$ cat src/rtl/wb_regfile_pkg.sv
// Shared pipeline constants: write-back select encodings, link register index
// and register-file geometry used by control, pipeline registers and the regfile.
package wb_regfile_pkg;

  localparam int NUM_REGS         = 32;
  localparam int DATA_W           = 32;
  localparam int ADDR_W           = 5;
  localparam int RA_INDEX_DEFAULT = 31;

  typedef enum logic [1:0] {
    REGDST_RT     = 2'b00,
    REGDST_RD     = 2'b01,
    REGDST_RA     = 2'b10,
    REGDST_RT_ALT = 2'b11
  } regdst_e;

  typedef enum logic [1:0] {
    MEM2REG_ALU     = 2'b00,
    MEM2REG_MEM     = 2'b01,
    MEM2REG_PC4     = 2'b10,
    MEM2REG_ALU_ALT = 2'b11
  } memtoreg_e;

endpackage

$ cat src/rtl/wb_regfile_wb_mux.sv
// Write-back select: resolves destination index, write data and effective
// write enable from the write-back stage control fields.
module wb_mux
  import wb_regfile_pkg::*;
#(
  parameter int RA_INDEX = RA_INDEX_DEFAULT
) (
  input  logic [DATA_W-1:0] PC_plus4,
  input  logic [DATA_W-1:0] Data_Mem_Out,
  input  logic [DATA_W-1:0] ALUOut,
  input  logic [1:0]        RegDst,
  input  logic              RegWr,
  input  logic [1:0]        MemToReg,
  input  logic [ADDR_W-1:0] RegisterRd,
  input  logic [ADDR_W-1:0] RegisterRt,
  output logic [ADDR_W-1:0] WB_Addr,
  output logic [DATA_W-1:0] WB_Data,
  output logic              WB_En
);

  localparam logic [ADDR_W-1:0] RA_ADDR = ADDR_W'(RA_INDEX);

  always_comb begin
    WB_Addr = RegisterRt;
    case (regdst_e'(RegDst))
      REGDST_RD:     WB_Addr = RegisterRd;
      REGDST_RA:     WB_Addr = RA_ADDR;
      default:       WB_Addr = RegisterRt;
    endcase
  end

  always_comb begin
    WB_Data = ALUOut;
    case (memtoreg_e'(MemToReg))
      MEM2REG_MEM:   WB_Data = Data_Mem_Out;
      MEM2REG_PC4:   WB_Data = PC_plus4;
      default:       WB_Data = ALUOut;
    endcase
  end

  // Register 0 is hard-wired; a write aimed at it is dropped here so neither
  // the array nor the bypass ever sees it.
  assign WB_En = RegWr && (WB_Addr != '0);

endmodule

$ cat src/rtl/wb_regfile.sv
// 32x32 register file with write-back select, synchronous active-low clear
// and same-cycle write-through bypass on both read ports.
module wb_regfile
  import wb_regfile_pkg::*;
#(
  parameter int RA_INDEX = RA_INDEX_DEFAULT
) (
  input  logic              clk,
  input  logic              reset,
  input  logic [DATA_W-1:0] PC_plus4,
  input  logic [DATA_W-1:0] Data_Mem_Out,
  input  logic [DATA_W-1:0] ALUOut,
  input  logic [1:0]        RegDst,
  input  logic              RegWr,
  input  logic [1:0]        MemToReg,
  input  logic [ADDR_W-1:0] RegisterRd,
  input  logic [ADDR_W-1:0] RegisterRt,
  input  logic [ADDR_W-1:0] Read_register1,
  input  logic [ADDR_W-1:0] Read_register2,
  output logic [DATA_W-1:0] Read_data1,
  output logic [DATA_W-1:0] Read_data2,
  output logic [ADDR_W-1:0] WB_Addr,
  output logic [DATA_W-1:0] WB_Data,
  output logic              WB_En
);

  logic [DATA_W-1:0] regs_q [NUM_REGS];

  wb_mux #(.RA_INDEX(RA_INDEX)) u_wb_mux (
    .PC_plus4     (PC_plus4),
    .Data_Mem_Out (Data_Mem_Out),
    .ALUOut       (ALUOut),
    .RegDst       (RegDst),
    .RegWr        (RegWr),
    .MemToReg     (MemToReg),
    .RegisterRd   (RegisterRd),
    .RegisterRt   (RegisterRt),
    .WB_Addr      (WB_Addr),
    .WB_Data      (WB_Data),
    .WB_En        (WB_En)
  );

  // Clear wins over a concurrent write; WB_En already excludes index 0.
  always_ff @(posedge clk) begin
    if (!reset) begin
      for (int i = 0; i < NUM_REGS; i++) begin
        regs_q[i] <= '0;
      end
    end else if (WB_En) begin
      regs_q[WB_Addr] <= WB_Data;
    end
  end

  function automatic logic [DATA_W-1:0] read_port(
    input logic [ADDR_W-1:0] addr,
    input logic              wb_en,
    input logic [ADDR_W-1:0] wb_addr,
    input logic [DATA_W-1:0] wb_data,
    input logic [DATA_W-1:0] array_val
  );
    if (wb_en && (addr == wb_addr)) begin
      return wb_data;
    end else if (addr == '0) begin
      return '0;
    end else begin
      return array_val;
    end
  endfunction

  assign Read_data1 = read_port(Read_register1, WB_En, WB_Addr, WB_Data, regs_q[Read_register1]);
  assign Read_data2 = read_port(Read_register2, WB_En, WB_Addr, WB_Data, regs_q[Read_register2]);

endmodule

$ cat config.mk
export PLATFORM = sky130hd
export DESIGN_NAME = wb_regfile
export DESIGN_NICKNAME = d
export VERILOG_FILES = /design/src/rtl/wb_regfile_pkg.sv /design/src/rtl/wb_regfile_wb_mux.sv /design/src/rtl/wb_regfile.sv
export SDC_FILE = /design/constraint.sdc
export NUM_CORES = 2
export LEC_CHECK = 0
export ABC_CLOCK_PERIOD_IN_PS = 8200
export BUFFER_PORTS_ARGS = -buffer_cell sky130_fd_sc_hd__buf_2
export CORE_MARGIN = 1
export CORE_UTILIZATION = 60
export DETAILED_ROUTE_END_ITERATION = 8
export GPL_TIMING_DRIVEN = 0
export PLACE_DENSITY = 0.83
export SYNTH_ARGS = -nofsm -noshare
export SYNTH_HDL_FRONTEND = slang
export SYNTH_SLANG_ARGS = --single-unit
$ cat constraint.sdc
create_clock -name clk -period 8.2 [get_ports clk]
set_input_delay 0.41 -clock clk [delete_from_list [all_inputs] [get_ports clk]]
set_output_delay 0.41 -clock clk [all_outputs]
set_load 0.05 [all_outputs]
# [Yosys cells after proc, flatten, opt, wreduce, memory -nomap -nowiden]
# Memory sizes are Yosys's and may differ from the RTL's.
# Index checks and enable logic that the tools add are counted.
[op_classes] n_eq_ne=6 n_mux=13 reduce_logical=7
[ops] op="$mux 32" n=5
[ops] op="$pmux 32 s2" n=1
[ops] op="$reduce_or 32->1" n=1
[ops] op="$eq 5x5->1" n=2
[ops] op="$logic_not 5->1" n=2
[ops] op="$pmux 5 s2" n=1
[ops] op="$mux 1" n=5
[ops] op="$mux 5" n=1
[ops] op="$reduce_bool 5->1" n=1
[ops] op="$eq 2x1->1 const B" n=2
[ops] op="$eq 2x2->1 const B" n=2
[ops] op="$logic_and 1x1->1" n=3
[word_totals] regBits=0 mem_bits_rw=1024 in_bits=123 out_inout_bits=102 word_cells=27 memories=1
[memory_table] name="regs_q" depth=32 width=32 rd=2 rd_ports_with_merged_regs=0 wr=32 line_no="wb_regfile.sv:27" rtl="logic [DATA_W-1:0] regs_q [NUM_REGS];"

# [Depth between registers and ports, before layout]
[depth] depth_word=9 ltp_mapped=11 mapped_depth_nobuf=9

# [Modules after synthesis]
# From an unflattened synthesis, not the netlist that was laid out.
[unflattened] hier_cells=3844 area_unflattened_um2=55816.0
[by_module_without_submodules] mod="wb_regfile" n_inst=1 cells_per_inst=3709 area_each_um2=55072.8 seq_area_each_um2=30749.5
[by_module_without_submodules] mod="wb_mux" n_inst=1 cells_per_inst=135 area_each_um2=743.2 seq_area_each_um2=0.0

# [Worst setup path before layout]
# OpenSTA, ideal clock, no wires.
[synth_timing] path_kind="input to output" startpoint="input RegDst[0]" endpoint="output Read_data1[11]" arrival_time_ns=3.715 t_required_ns=7.790 slack_ns=4.075 cell_stages=10 path_buffers=2 cell_sequence="inv_1 ha_1 buf_2 a211o_1 nand2_2 a41oi_2 nand4_2 o41ai_2 buf_2 o32ai_1"
[synth_via] elab_chain_len=6 word_cells_on_any_way=8 classes_between="eq/ne: 3; mux: 2; reduce/logical: 3"
[synth_rtl] item="start: declaration" line_no="wb_regfile.sv:13" rtl="input logic [1:0] RegDst,"
[synth_rtl] item="$eq 2x2->1 or $eq 2x1->1 (tied branches)" line_no="wb_regfile_wb_mux.sv:25" rtl="case (regdst_e'(RegDst))"
[synth_rtl] item="$pmux 5 s2 (*)" line_no="wb_regfile_wb_mux.sv:25"
[synth_rtl] item="$reduce_bool 5->1 (*)" line_no="wb_regfile_wb_mux.sv:43" rtl="assign WB_En = RegWr && (WB_Addr != '0);"
[synth_rtl] item="$logic_and 1x1->1 (*)" line_no="wb_regfile_wb_mux.sv:43"
[synth_rtl] item="net WB_En" line_no="wb_regfile.sv:24" rtl="output logic WB_En"
[synth_rtl] item="$logic_and 1x1->1 (*)" line_no="wb_regfile.sv:61" rtl="if (wb_en && (addr == wb_addr)) begin"
[synth_rtl] item="$mux 32 (*)" line_no="wb_regfile.sv:61"
[synth_rtl] item="end: declaration" line_no="wb_regfile.sv:20" rtl="output logic [DATA_W-1:0] Read_data1,"
# The timed path passes the listed nets; every way through them passes the cells marked *.

# [Worst setup path after layout]
[layout_timing] startpoint="input Read_register1[2]" endpoint="output Read_data1[17]"
[layout_via] elab_chain_len=3 word_cells_on_any_way=6 classes_between="eq/ne: 1; mux: 2; reduce/logical: 2; memory: 1"
[layout_rtl] item="start: declaration" line_no="wb_regfile.sv:18" rtl="input logic [ADDR_W-1:0] Read_register1,"
[layout_rtl] item="$mem_v2 32x32, or another cell as far along"
[layout_rtl] item="$mux 32 or $logic_and 1x1->1 (tied branches)" line_no="wb_regfile.sv:63, wb_regfile.sv:61"
[layout_rtl] item="$mux 32 (*)" line_no="wb_regfile.sv:61"
# Mark *: on every way between the ends. The rest lies on a longest branch, timed or not.

==> flow_summary_export.csv <==
group,metric,value,unit
worst_setup_path,crit_path_end_kind,"output port",
pwr,ir_drop,228,uV
synth,ys.flop_type,"edfxtp_1",
run,max_cap_violations,6,
synth,syn_area_per_cell,13.7,um^2
layout,area_growth,12.5,%
worst_setup_path,crit_path_max_fanout,10,
route,avgViaCountPerCell,7.61,
route,drt_iter0_drc,8700,
sta,fin_tns_setup,0,ns
synth,async_reset_ff_frac,0,
cts,cts_setup_buffers,0,
worst_setup_path,cp.arrival,5.01,ns
layout,finalInstanceArea,59700,um^2
grt,overflow,0,
sta,fin_crit,5.42,ns
grt,grt_usage,0.464,
cts,numCtsBuffers,104,
grt,grt_antenna_before_repair,8,
worst_setup_path,required,7.79,ns
synth,synthesis.area,53100,um^2
synth,seq_area_frac_synth,0.579,
worst_setup_path,crit_chain,"buf_2 -> nand2b_1 -> clkbuf_1 -> clkbuf_1 -> a211oi_1 -> o41ai_1 -> a21oi_1 -> o32ai_1 -> buf_2",
worst_setup_path,crit_type,"in -> out",
sta,final-max-slew-violation-count,61,
place,dp_hpwl,150000,um
cts,clkTransAtPathRegs,0.06,ns
sta,hold_slack,0.267,ns
route,drcViolationCount,1,
route,drtAntennaViolNets,0,
grt,grt_pass1_vias,40500,
layout,final_cell_mix,"nor2_1, edfxtp_1, mux4_2",
pwr,leakagePower,20.1,nW
route,drt-total-wl,208000,um
grt,grt_max_degree,33,
die,ioPinCount,225,
sta,tightest_slew,1.58,ns
die,die_y,299,um
synth,syn_inst,3875,
die,die_w,299,um
layout,utilization,0.685,
layout,layout_commonest_cell,"nor2_1",
route,avgRoutedWirePerCell,37.8,um
die,start_util,0.609,
synth,synth_edf_count,1024,
sta,setup-violations-final,0,
layout,regMostFlops,"regs_q",
cts,cts_hold_buf,0,
sta,hold_viol_final,0,
worst_setup_path,cp_top_family,"buffers and inverters",
synth,yosysWarnings,0,
route,num_vias,41900,
cts,cts_sinks,1024,
cts,cts_root_buf,"clkbuf_16",
die,core-area,87200,um^2
layout,layout-drive-gt1-share,0.241,
cts,cts_tree,"yes",
cts,cts_resized,0,
synth,ys_ff_latch,1024,
worst_setup_path,slowest_delay,0.99,ns
sta,rsz0062_at_grt,"no",
layout,reg.largest.list,"regs_q x1024",
worst_setup_path,worst_setup_path_start_kind,"input pin",
die,die_area,89600,um^2
cts,htree_levels,3,
place,place_area,56300,um^2
pwr,power_density,226,nW/um^2
sta,clock.fmax,0.184,GHz
grt,grt_pass1_wl,286000,um
worst_setup_path,timing.critical_path.buf_inv,4,
worst_setup_path,critPathSlowestCell,"clkbuf_1",
layout,fin_nets,4383,
place,gp_congestion,1.07,
sta,min_period_over_period,0.661,
die,row_count,108,
layout,final_cells,5507,
sta,slew_headroom,-0.0546,
cts,clk_path_buf_depth,3,
place,io_buffers,220,
route,first_pass_iters,9,
hold_path,hold_path.class,"in -> reg",
synth,ys_types,42,
place,dp.cells,5305,
status,failed_checks,"design-rule violations, max-capacitance violations, max-slew violations",
status,outcome,"finished, violations left",
layout,largest_reg_flops,1024,
==> routing by layer <==
layer	part of all wire	global-route usage	vias to the layer above	routed length, um
met3	0.19	0.207	1104	39500
li1	-	-	15700	-
met5	0.00041	0	-	85
met2	0.42	0.646	4932	87000
met4	0.093	0.338	12	19400
met1	0.30	0.576	20200	62400
==> Yosys cell counts, types with 4 or more instances <==
cell | number | area (um^2)
a2111oi_0 | 19 | 166
a211oi_1 | 98 | 736
a21boi_0 | 4 | 30.0
a21oi_1 | 142 | 711
a22oi_1 | 212 | 1590
buf_1 | 31 | 116
buf_2 | 66 | 330
buf_4 | 14 | 105
clkbuf_1 | 311 | 1170
edfxtp_1 | 1024 | 30700
ha_1 | 4 | 50.1
inv_1 | 60 | 225
mux2_2 | 38 | 428
mux4_2 | 474 | 10700
nand2_1 | 108 | 405
nand2b_1 | 5 | 31.3
nor2_1 | 1026 | 3850
nor2b_1 | 103 | 644
nor3_1 | 12 | 60.1
nor3_2 | 5 | 50.1
nor4b_1 | 4 | 35.0
o21ai_0 | 4 | 20.0
o22ai_1 | 45 | 282
o32ai_1 | 19 | 166
o41ai_1 | 19 | 166
==> cells by family (layout without fill, tap and decap cells) <==
group / Yosys count / count (layout) / share of synthesized area
compound gates: 572 / 572 / 0.0756
xor+xnor: 2 / 2 / 0.000330
fa+ha+maj: 4 / 4 / 0.000943
buf+inv: 485 / 924 / 0.0369
flops: 1024 / 1024 / 0.579
mux: 512 / 512 / 0.209
other cells: 1 / 39 / 0.0000707
simple gates: 1275 / 1275 / 0.0974
==> layout make-up <==
class | count | area, um^2
Sequential cell | 1024 | 30700
Fill cell | 5879 | 27500
Multi-Input combinational cell | 2397 | 20600
Clock buffer | 125 | 2700
Buffer | 423 | 1730
Timing Repair Buffer | 244 | 1590
Tap cell | 1155 | 1450
Clock inverter | 70 | 683
Inverter | 62 | 233
Antenna cell | 7 | 17.5
==> path summary, 6_finish.rpt <==
check,startpoint,endpoint,depth (start not counted)
hold / removal,ALUOut[23],regs_q[6][23],3
setup / recovery,Read_register1[2],Read_data1[17],9
==> power breakdown <==
part / switching, mW / leakage, nW / internal, mW
clock network: 2.14 / 1.65 / 2.73
logic: 1.66 / 8.74 / 0.727
registers: 0.162 / 9.75 / 6.07
==> through the flow <==
step | power, mW | worst slack, ns
3_3_place_gp | 8.48 | 2.72
5_1_grt | 13.6 | 3.07
2_1_floorplan | 7.67 | 4.07
6_report | 13.5 | 2.78
4_1_cts | 13.3 | 3.28
3_5_place_dp | 8.57 | 3.31
Power figures use the tool's default switching activity.
